**config.mk**
```make
export PLATFORM = sky130hd
export DESIGN_NAME = if_prefetch_queue
export DESIGN_NICKNAME = d
export VERILOG_FILES = /design/src/rtl/if_prefetch_queue.sv
export SDC_FILE = /design/constraint.sdc
export NUM_CORES = 1
export LEC_CHECK = 0
export BUFFER_PORTS_ARGS = -buffer_cell sky130_fd_sc_hd__buf_2
export CELL_PAD_IN_SITES_DETAIL_PLACEMENT = 1
export CELL_PAD_IN_SITES_GLOBAL_PLACEMENT = 1
export CORE_MARGIN = 2
export CORE_UTILIZATION = 35
export CTS_CLUSTER_SIZE = 16
export DETAILED_ROUTE_END_ITERATION = 8
export PLACE_DENSITY_LB_ADDON = 0.15
export SYNTH_ARGS = -nofsm -noshare
export SYNTH_HDL_FRONTEND = slang
export SYNTH_SLANG_ARGS = --single-unit
export TNS_END_PERCENT = 20
```
**constraint.sdc**
```tcl
create_clock -name clk -period 6 [get_ports clk]
set_input_delay 1.2 -clock clk [delete_from_list [all_inputs] [get_ports clk]]
set_output_delay 1.2 -clock clk [all_outputs]
set_load 0.05 [all_outputs]
```
**src/rtl/if_prefetch_queue.sv**
```systemverilog
// Instruction-fetch front end: issues one word fetch at a time to instruction
// memory and buffers returned {pc, instruction} pairs in a small FIFO that
// the decode stage drains through a valid/ready handshake. A redirect from
// decode flushes the FIFO, retargets the fetch PC and discards any reply
// still in flight.
module if_prefetch_queue #(
  parameter int                ADDR_W   = 32,
  parameter int                DATA_W   = 32,
  parameter int                DEPTH    = 4,
  parameter logic [ADDR_W-1:0] RESET_PC = '0
) (
  input  logic              clk,
  input  logic              rst,
  output logic              mem_req,
  output logic [ADDR_W-1:0] mem_addr,
  input  logic              mem_ack,
  input  logic [DATA_W-1:0] mem_data,
  input  logic              redirect_valid,
  input  logic [ADDR_W-1:0] redirect_addr,
  input  logic              stall,
  output logic              out_valid,
  input  logic              out_ready,
  output logic [ADDR_W-1:0] out_pc,
  output logic [DATA_W-1:0] out_inst
);

  localparam int                PTR_W    = (DEPTH > 1) ? $clog2(DEPTH) : 1;
  localparam int                CNT_W    = PTR_W + 1;
  localparam logic [CNT_W-1:0]  FULL_CNT = CNT_W'(DEPTH);
  localparam logic [ADDR_W-1:0] PC_STEP  = ADDR_W'(4);

  // IDLE: nothing outstanding; WAIT: one request whose data will be kept;
  // DROP: one request whose data must be thrown away (redirected meanwhile).
  localparam logic [1:0] ST_IDLE = 2'd0;
  localparam logic [1:0] ST_WAIT = 2'd1;
  localparam logic [1:0] ST_DROP = 2'd2;

  logic [1:0]        state_reg, state_next;
  logic [ADDR_W-1:0] fpc_reg, fpc_next;
  logic [ADDR_W-1:0] req_addr_reg, req_addr_next;
  logic [CNT_W-1:0]  count_reg, count_next;
  logic [PTR_W-1:0]  wr_ptr_reg, wr_ptr_next;
  logic [PTR_W-1:0]  rd_ptr_reg, rd_ptr_next;

  logic [ADDR_W-1:0] pc_mem   [DEPTH];
  logic [DATA_W-1:0] inst_mem [DEPTH];

  logic              outstanding;
  logic              not_full;
  logic              has_data;
  logic              idle_issue;
  logic              push_en;
  logic              pop_en;
  logic [ADDR_W-1:0] push_addr;
  logic [ADDR_W-1:0] redirect_pc;
  logic              redirect_lsb_unused;

  // Redirect targets are forced to a word boundary; the low bits are dropped.
  assign redirect_pc         = {redirect_addr[ADDR_W-1:2], 2'b00};
  assign redirect_lsb_unused = ^redirect_addr[1:0];

  assign outstanding = (state_reg == ST_WAIT) || (state_reg == ST_DROP);
  assign not_full    = (count_reg != FULL_CNT);
  assign has_data    = (count_reg != '0);

  // A new fetch may only start with nothing in flight, no stall, no redirect
  // and room in the queue for its reply.
  assign idle_issue = (state_reg == ST_IDLE) && !stall && !redirect_valid && not_full;

  // Memory request: held for the whole life of an outstanding request.
  assign mem_req  = !rst && (outstanding || idle_issue);
  assign mem_addr = rst ? '0 : (outstanding ? req_addr_reg : fpc_reg);

  // Replies are kept either for a zero-latency ack in the issue cycle or for
  // a normal ack in WAIT; a redirect in the ack cycle discards the data.
  assign push_en   = !rst && mem_ack && !redirect_valid &&
                     (idle_issue || (state_reg == ST_WAIT));
  assign push_addr = outstanding ? req_addr_reg : fpc_reg;

  // Output handshake: a redirect hides the head entry in its cycle.
  assign out_valid = !rst && has_data && !redirect_valid;
  assign pop_en    = out_valid && out_ready;
  assign out_pc    = (rst || !has_data) ? '0 : pc_mem[rd_ptr_reg];
  assign out_inst  = (rst || !has_data) ? '0 : inst_mem[rd_ptr_reg];

  // Fetch sequencing: next state, fetch PC and address of the request in flight.
  always_comb begin
    state_next    = state_reg;
    fpc_next      = fpc_reg;
    req_addr_next = req_addr_reg;
    if (redirect_valid) begin
      fpc_next = redirect_pc;
      case (state_reg)
        ST_WAIT: state_next = mem_ack ? ST_IDLE : ST_DROP;
        ST_DROP: state_next = mem_ack ? ST_IDLE : ST_DROP;
        default: state_next = ST_IDLE;
      endcase
    end else begin
      case (state_reg)
        ST_IDLE: begin
          if (idle_issue) begin
            fpc_next      = fpc_reg + PC_STEP;
            req_addr_next = fpc_reg;
            // A zero-latency ack finishes the request in its issue cycle.
            state_next    = mem_ack ? ST_IDLE : ST_WAIT;
          end
        end
        ST_WAIT, ST_DROP: begin
          if (mem_ack) begin
            state_next = ST_IDLE;
          end
        end
        default: state_next = ST_IDLE;
      endcase
    end
  end

  // Queue bookkeeping: pointers wrap naturally, count tracks occupancy.
  always_comb begin
    wr_ptr_next = wr_ptr_reg;
    rd_ptr_next = rd_ptr_reg;
    count_next  = count_reg;
    if (redirect_valid) begin
      wr_ptr_next = '0;
      rd_ptr_next = '0;
      count_next  = '0;
    end else begin
      if (push_en) begin
        wr_ptr_next = wr_ptr_reg + PTR_W'(1);
      end
      if (pop_en) begin
        rd_ptr_next = rd_ptr_reg + PTR_W'(1);
      end
      case ({push_en, pop_en})
        2'b10:   count_next = count_reg + CNT_W'(1);
        2'b01:   count_next = count_reg - CNT_W'(1);
        default: count_next = count_reg;
      endcase
    end
  end

  // Control state registers; reset wins over every other input.
  always_ff @(posedge clk) begin
    if (rst) begin
      state_reg    <= ST_IDLE;
      fpc_reg      <= RESET_PC;
      req_addr_reg <= '0;
      count_reg    <= '0;
      wr_ptr_reg   <= '0;
      rd_ptr_reg   <= '0;
    end else begin
      state_reg    <= state_next;
      fpc_reg      <= fpc_next;
      req_addr_reg <= req_addr_next;
      count_reg    <= count_next;
      wr_ptr_reg   <= wr_ptr_next;
      rd_ptr_reg   <= rd_ptr_next;
    end
  end

  // Queue storage; contents need no reset because count gates visibility.
  always_ff @(posedge clk) begin
    if (push_en) begin
      pc_mem[wr_ptr_reg]   <= push_addr;
      inst_mem[wr_ptr_reg] <= mem_data;
    end
  end

endmodule

```
# After elaboration in Yosys (flattened, before gate mapping)
# Memory sizes are Yosys's and may differ from the RTL's. A register that Yosys moved wholly into a read port is not among the register bits.
# Cells that the tools add are included.
# totals
ff_bits	73
ram_bits	256
in_bits	70
output_inout_bits	98
elab_cells	72
memories	2
# memory_table
memory	depth	word_bits	rd	rd_clocked_by_memory_dff	wr	line_no	rtl
inst_mem	4	32	1	1	1	46	logic [DATA_W-1:0] inst_mem [DEPTH];
pc_mem	4	32	1	1	1	45	logic [ADDR_W-1:0] pc_mem [DEPTH];
# classes
n_addsub	5
n_eq_ne	7
mux	21
n_bitwise	1
reduce_logical	29
# op_table
cell	n
32-bit 2-to-1 mux	7
32-bit by 3-bit adder with 32-bit output, second input constant	1
2-bit 2-to-1 mux	9
1-bit logical AND	10
3-bit inequality test, second input constant	2
3-bit case mux with 2 select lines	1
2-bit AND reduction	3
2-bit nonzero test	3
2-bit by 1-bit adder with 2-bit output, second input constant	2
2-bit by 1-bit equality test with 1-bit output, second input constant	2
2-bit equality test, second input constant	2
1-bit zero test	4
1-bit logical OR	4
2-bit case mux with 2 select lines	1
2-bit OR reduction	2
3-bit by 1-bit adder with 3-bit output, second input constant	1
1-bit 2-to-1 mux	3
3-bit by 1-bit inequality test with 1-bit output, second input constant	1
3-bit AND reduction	1
3-bit nonzero test	1
3-bit by 1-bit subtractor with 3-bit output, second input constant	1
2-bit zero test	1
1-bit inverter	1

# Depth between registers and ports, before layout
# logic_depth
ltp_word	8
depth_mapped	13
depth_no_buf	13

# Worst setup path before layout
# Ideal clock, no wire load.
# synth_timing
path_type	input-to-output
from	in redirect_valid
to	out mem_req
arrival_time_ns	2.928
required_time_ns	4.800
slack_ns	1.872
path_stages	6
path_buffers	3
path_cell_list	buf_2 -> nor4_4 -> buf_2 -> clkbuf_1 -> nor2_1 -> nor2_1
# synth_via
elab_chain_len	5
# synth_rtl
element	line_no	rtl
start: declaration	18	input logic redirect_valid,
1-bit zero test	68	assign idle_issue = (state_reg == ST_IDLE) && !stall && !redirect_valid && not_full;
1-bit logical AND (2 in a row)	68	
1-bit logical OR	71	assign mem_req = !rst && (outstanding || idle_issue);
1-bit logical AND	71	
end: declaration	14	output logic mem_req,
# Every way passes these cells.

# Worst setup path after layout
# layout_timing
from	in rst
to	out out_pc[14]
# layout_via
elab_chain_len	2
# layout_rtl
element	line_no	rtl
start: declaration	13	input logic rst,
1-bit logical OR	83	assign out_pc = (rst || !has_data) ? '0 : pc_mem[rd_ptr_reg];
32-bit 2-to-1 mux	83	
end: declaration	23	output logic [ADDR_W-1:0] out_pc,
# Every way passes these cells.

==> summary.md <==
| Metric | Value |
|---|---|
| Synthesized area | 13300 um2 |
| Maximum number of pins on one net before global-route repair | 63 |
| Shortest clock period the worst path allows after layout | 4.10 ns |
| Worst ir drop on vdd | 156 uV |
| Compound-cell area share of the yosys netlist | 3.48% |
| Terminating pin of the worst hold path | req_addr_reg[14] |
| Setup WS post-layout | approximately 1.9 ns |
| Arrival time reported for the critical path endpoint | 2.90 ns |
| # setup viols final | 0 |
| Most flop-heavy register | inst_mem |
| Number of flip-flops and latches in the synthesized netlist | 319 |
| Max Fanout on Critical Path | a little over 60 |
| Worst Skew | 0.0135 ns |
| Fraction of final layout cells with drive strength greater than 1 | 31.8% |
| Arithmetic-cell share of the synthesized area counting full adders, half adders and majority gates | 0.901% |
| Final GP Congestion | 0.705 |
| CTS root buf | clkbuf_16 |
| Buffers & Inverters on Critical Path | 3 |
| Top FF cell, synth | edfxtp_1 |
| Multiplexer fraction of the synthesized cell area | 13.3% |
| Area Overhead vs Synth | 18.9% |
| Power share of the clock group | 45.1% |
| Internal power of the cells | 3.81 mW |
| Kind of end point of the critical path | output port |
| Die X | 199 um |
| Final net count | 1123 |
| Crit path max-delay cell type | buf_4 |
| Registers with the most flip-flops | inst_mem (128), pc_mem (120) |
| Number of cells on the worst reg-to-reg path | 8 |
| Wire length reported by the detailed router | between 30000 and 40000 um |
| Antenna violation net count after detailed routing | 0 |
| Routed vias/inst | 4.91 |
| Area of the die | between 30000 and 40000 um2 |
| Post-Synth XOR/XNOR Area | 1.71% |
| Family with the most delay on the worst path | buffers and inverters |
| CTS tree | done |
| Hold Path Class | register to register |
| Total power | just under 5 mW |
| Detail-routed net length per standard cell | between 20 and 25 um |
| Post-placement setup slack | 1.81 ns |
| Post-synthesis simple-gate area fraction | 11.8% |
| Share of synthesized registers carrying an async set or reset | 0% |
| Switch share | 21.9% |
| Library cells used by synthesis | 53 |
| PostCTS Resize Cnt | 0 |
| Height of the die | 199 um |
| Mean instance size in the synthesized netlist | 15.1 um2 |
| Register share of total power | 50.0% |
| Count of unresolved DRC violations after routing | 0 |
| Deepest level of the CTS H-tree | 2 |
| Cells along the critical path | buf_4, or2_2, buf_4, nor2b_1, buf_2 |
| Static leakage | between 5 and 6 nW |
| Number of flip-flops under the largest register name | 128 |
| Core region area | 37600 um2 |
| First-pass GRT wire length | 49500 um |
| Worst Path Class, Setup | input pin to output port |
| Sum of negative setup slack | 0 ns |
| Hold Buf Count CTS | 0 |
| Library cell with the largest summed area after synthesis | edfxtp_1 |
| Number of I/O pins | around 170 |
| Count of vias placed by the detailed router | 7780 |
| Clock Tree Buf Depth | 3 |
| Met2 Track Usage GR | 27.4% |
| Initial antenna violation count | 3 |
| Worst reg2reg startpoint | state_reg[1] |
| RSZ-0062 raised after global routing | false |
| Area fraction of the dominant cell type after synthesis | 55.9% |
| Gate count after technology mapping | 882 |
| Slew of the pin with the lowest slew margin | 1.05 ns |
| Number of pins exceeding their max-slew limit in the final report | 0 |
| Period utilization | 68.3% |
| Proportion of synthesized chip area in sequential cells | 66.5% |
| Worst skew pair latency | 0.52 ns |
| Cell Rows | 71 |
| Required time worst endpoint | ~4.8 ns |
| Origin of the worst min-delay path | req_addr_reg[14] |
| Sinks on Clock Net | about 320 |
| Worst setup slack for register-to-register paths | 3.10 ns |
| Switching power | 1.07 mW |
| Clock slew seen by the registers of the worst setup and hold paths | ~0.05 ns |
| Worst hold path cell count | 2 |
| Num CTS Buffers | 38 |
| Grt ovf | 0 |
| Dominant combinational cell family by area after synthesis | multiplexers |
| Number of maximum-capacitance constraint violations | 0 |
| Overall routing resource usage | 16.8% |
| Effective utilization at floorplan | 35.5% |
| Outcome | complete, no violations |
| Maximum clock frequency | 0.244 GHz |
| Cell with the most instances on the worst path | buf_4 |
| Number of violations reported at the end of detailed-routing iteration 0 | 353 |
| I/O Buffers | ~160 |
| Number of global-route vias before repair | 8261 |
| Delay of the slowest critical-path stage | approximately 0.65 ns |
| Hold violation count in the final report | 0 |
| Layer carrying the most global-route usage | met2 |
| Setup crit start kind | input pin |
| Number of flops mapped to enable cells by yosys | 248 |
| Final core occ | a little over two fifths |
| Number of iterations in the first detailed-routing pass | 4 |
| Leading cell type in the layout, fill and taps excluded | edfxtp_1 |
| Total power divided by cell area | 308 nW/um2 |
| Worst slew margin | ~30% |
| Combinational Power Share | 4.9% |
| Met3 demand-to-capacity share in global routing | 3.05% |
| Count of synthesis-stage warnings from yosys | 0 |
| Leading cell types by total area after synthesis | edfxtp_1, dfxtp_1, mux4_2 |
| Commonest non-fill, non-tap cells in the layout | edfxtp_1, buf_2, nor2b_1, nand2_1, dfxtp_1 |
| DPL Wire Length | about 20000 um |
| Capturing point of the worst reg2reg path | inst_mem[0][12] |
| Post-CTS setup buffers | 0 |
| Met1 usage | roughly 23% |
[metal layers]
metal	part of all wire [%]	up-vias
li1	-	3625
met1	45	3964
met2	48	148
met3	4.7	41
met4	1.9	2
met5	0.049	-
[Yosys cell counts (all sizes together) (8+ instances only)]
cell and number:
nor4 10, edfxtp 248, clkbuf 39, nor2b 92
a21oi 46, xor2 19, mux4 62, nor2 37
nand3 17, ha 8, a211oi 11, nand4 10
buf 19, mux2 32, dfxtp 71, inv 12
nand2 81
[kinds of logic (layout without fill, tap and decap cells)]
group,count (synthesis),after routing
other,1,6
adders and majority gates,9,9
xor gates and xnor gates,26,26
buffers and inverters,70,255
DFF,319,319
and+or+nand+nor,281,281
AOI/OAI and AO/OA,80,80
muxes,96,96
[how the worst max path moves through the flow]
stage / slack, ns / endpoint / start / cells past startpoint
finish: 1.90 / out_pc[14] / rst / 5
global route: 1.70 / mem_addr[31] / state_reg[0] / 6
CTS: 1.81 / mem_addr[31] / state_reg[0] / 6
detailed placement: 1.81 / out_pc[14] / rst / 5
global placement: 1.82 / out_pc[14] / rst / 5
floorplan: 1.87 / mem_req / redirect_valid / 6
[final cells by class]
type,instances,area [um2]
fillers,3855,21700
flip-flops and latches,319,8880
multi-input cells,496,4190
clock buffers,51,1020
repair buffers,177,928
well taps,511,639
clock inverters,15,149
inverters,12,45.0
diodes,2,5.00
[through the flow]
stage | std cells | hold WS [ns] | area (um2)
floorplan | 885 | 0.433 | 13300
global placement | 1515 | 0.438 | 14700
detailed placement | 1515 | 0.447 | 14700
CTS | 1581 | 0.454 | 15800
global route | 1582 | 0.473 | 15800
finish | 1583 | 0.451 | 15900
[power by group through the flow]
stage          clock (mW)  sequential, mW  combinational, mW
2_1_floorplan           0            2.47              0.164
3_3_place_gp            0            2.48              0.241
3_5_place_dp            0            2.48              0.245
4_1_cts              2.26            2.44              0.246
5_1_grt              2.35            2.44              0.264
6_report             2.20            2.44              0.240
[worst min-delay path: cells and delay by family (launching register included)]
family	cells	cell delay, ns
and+or+nand+nor	1	0.05
AOI/OAI and AO/OA	1	0.05
DFF	1	0.30
Note: power is estimated with default switching activity, not from simulation.
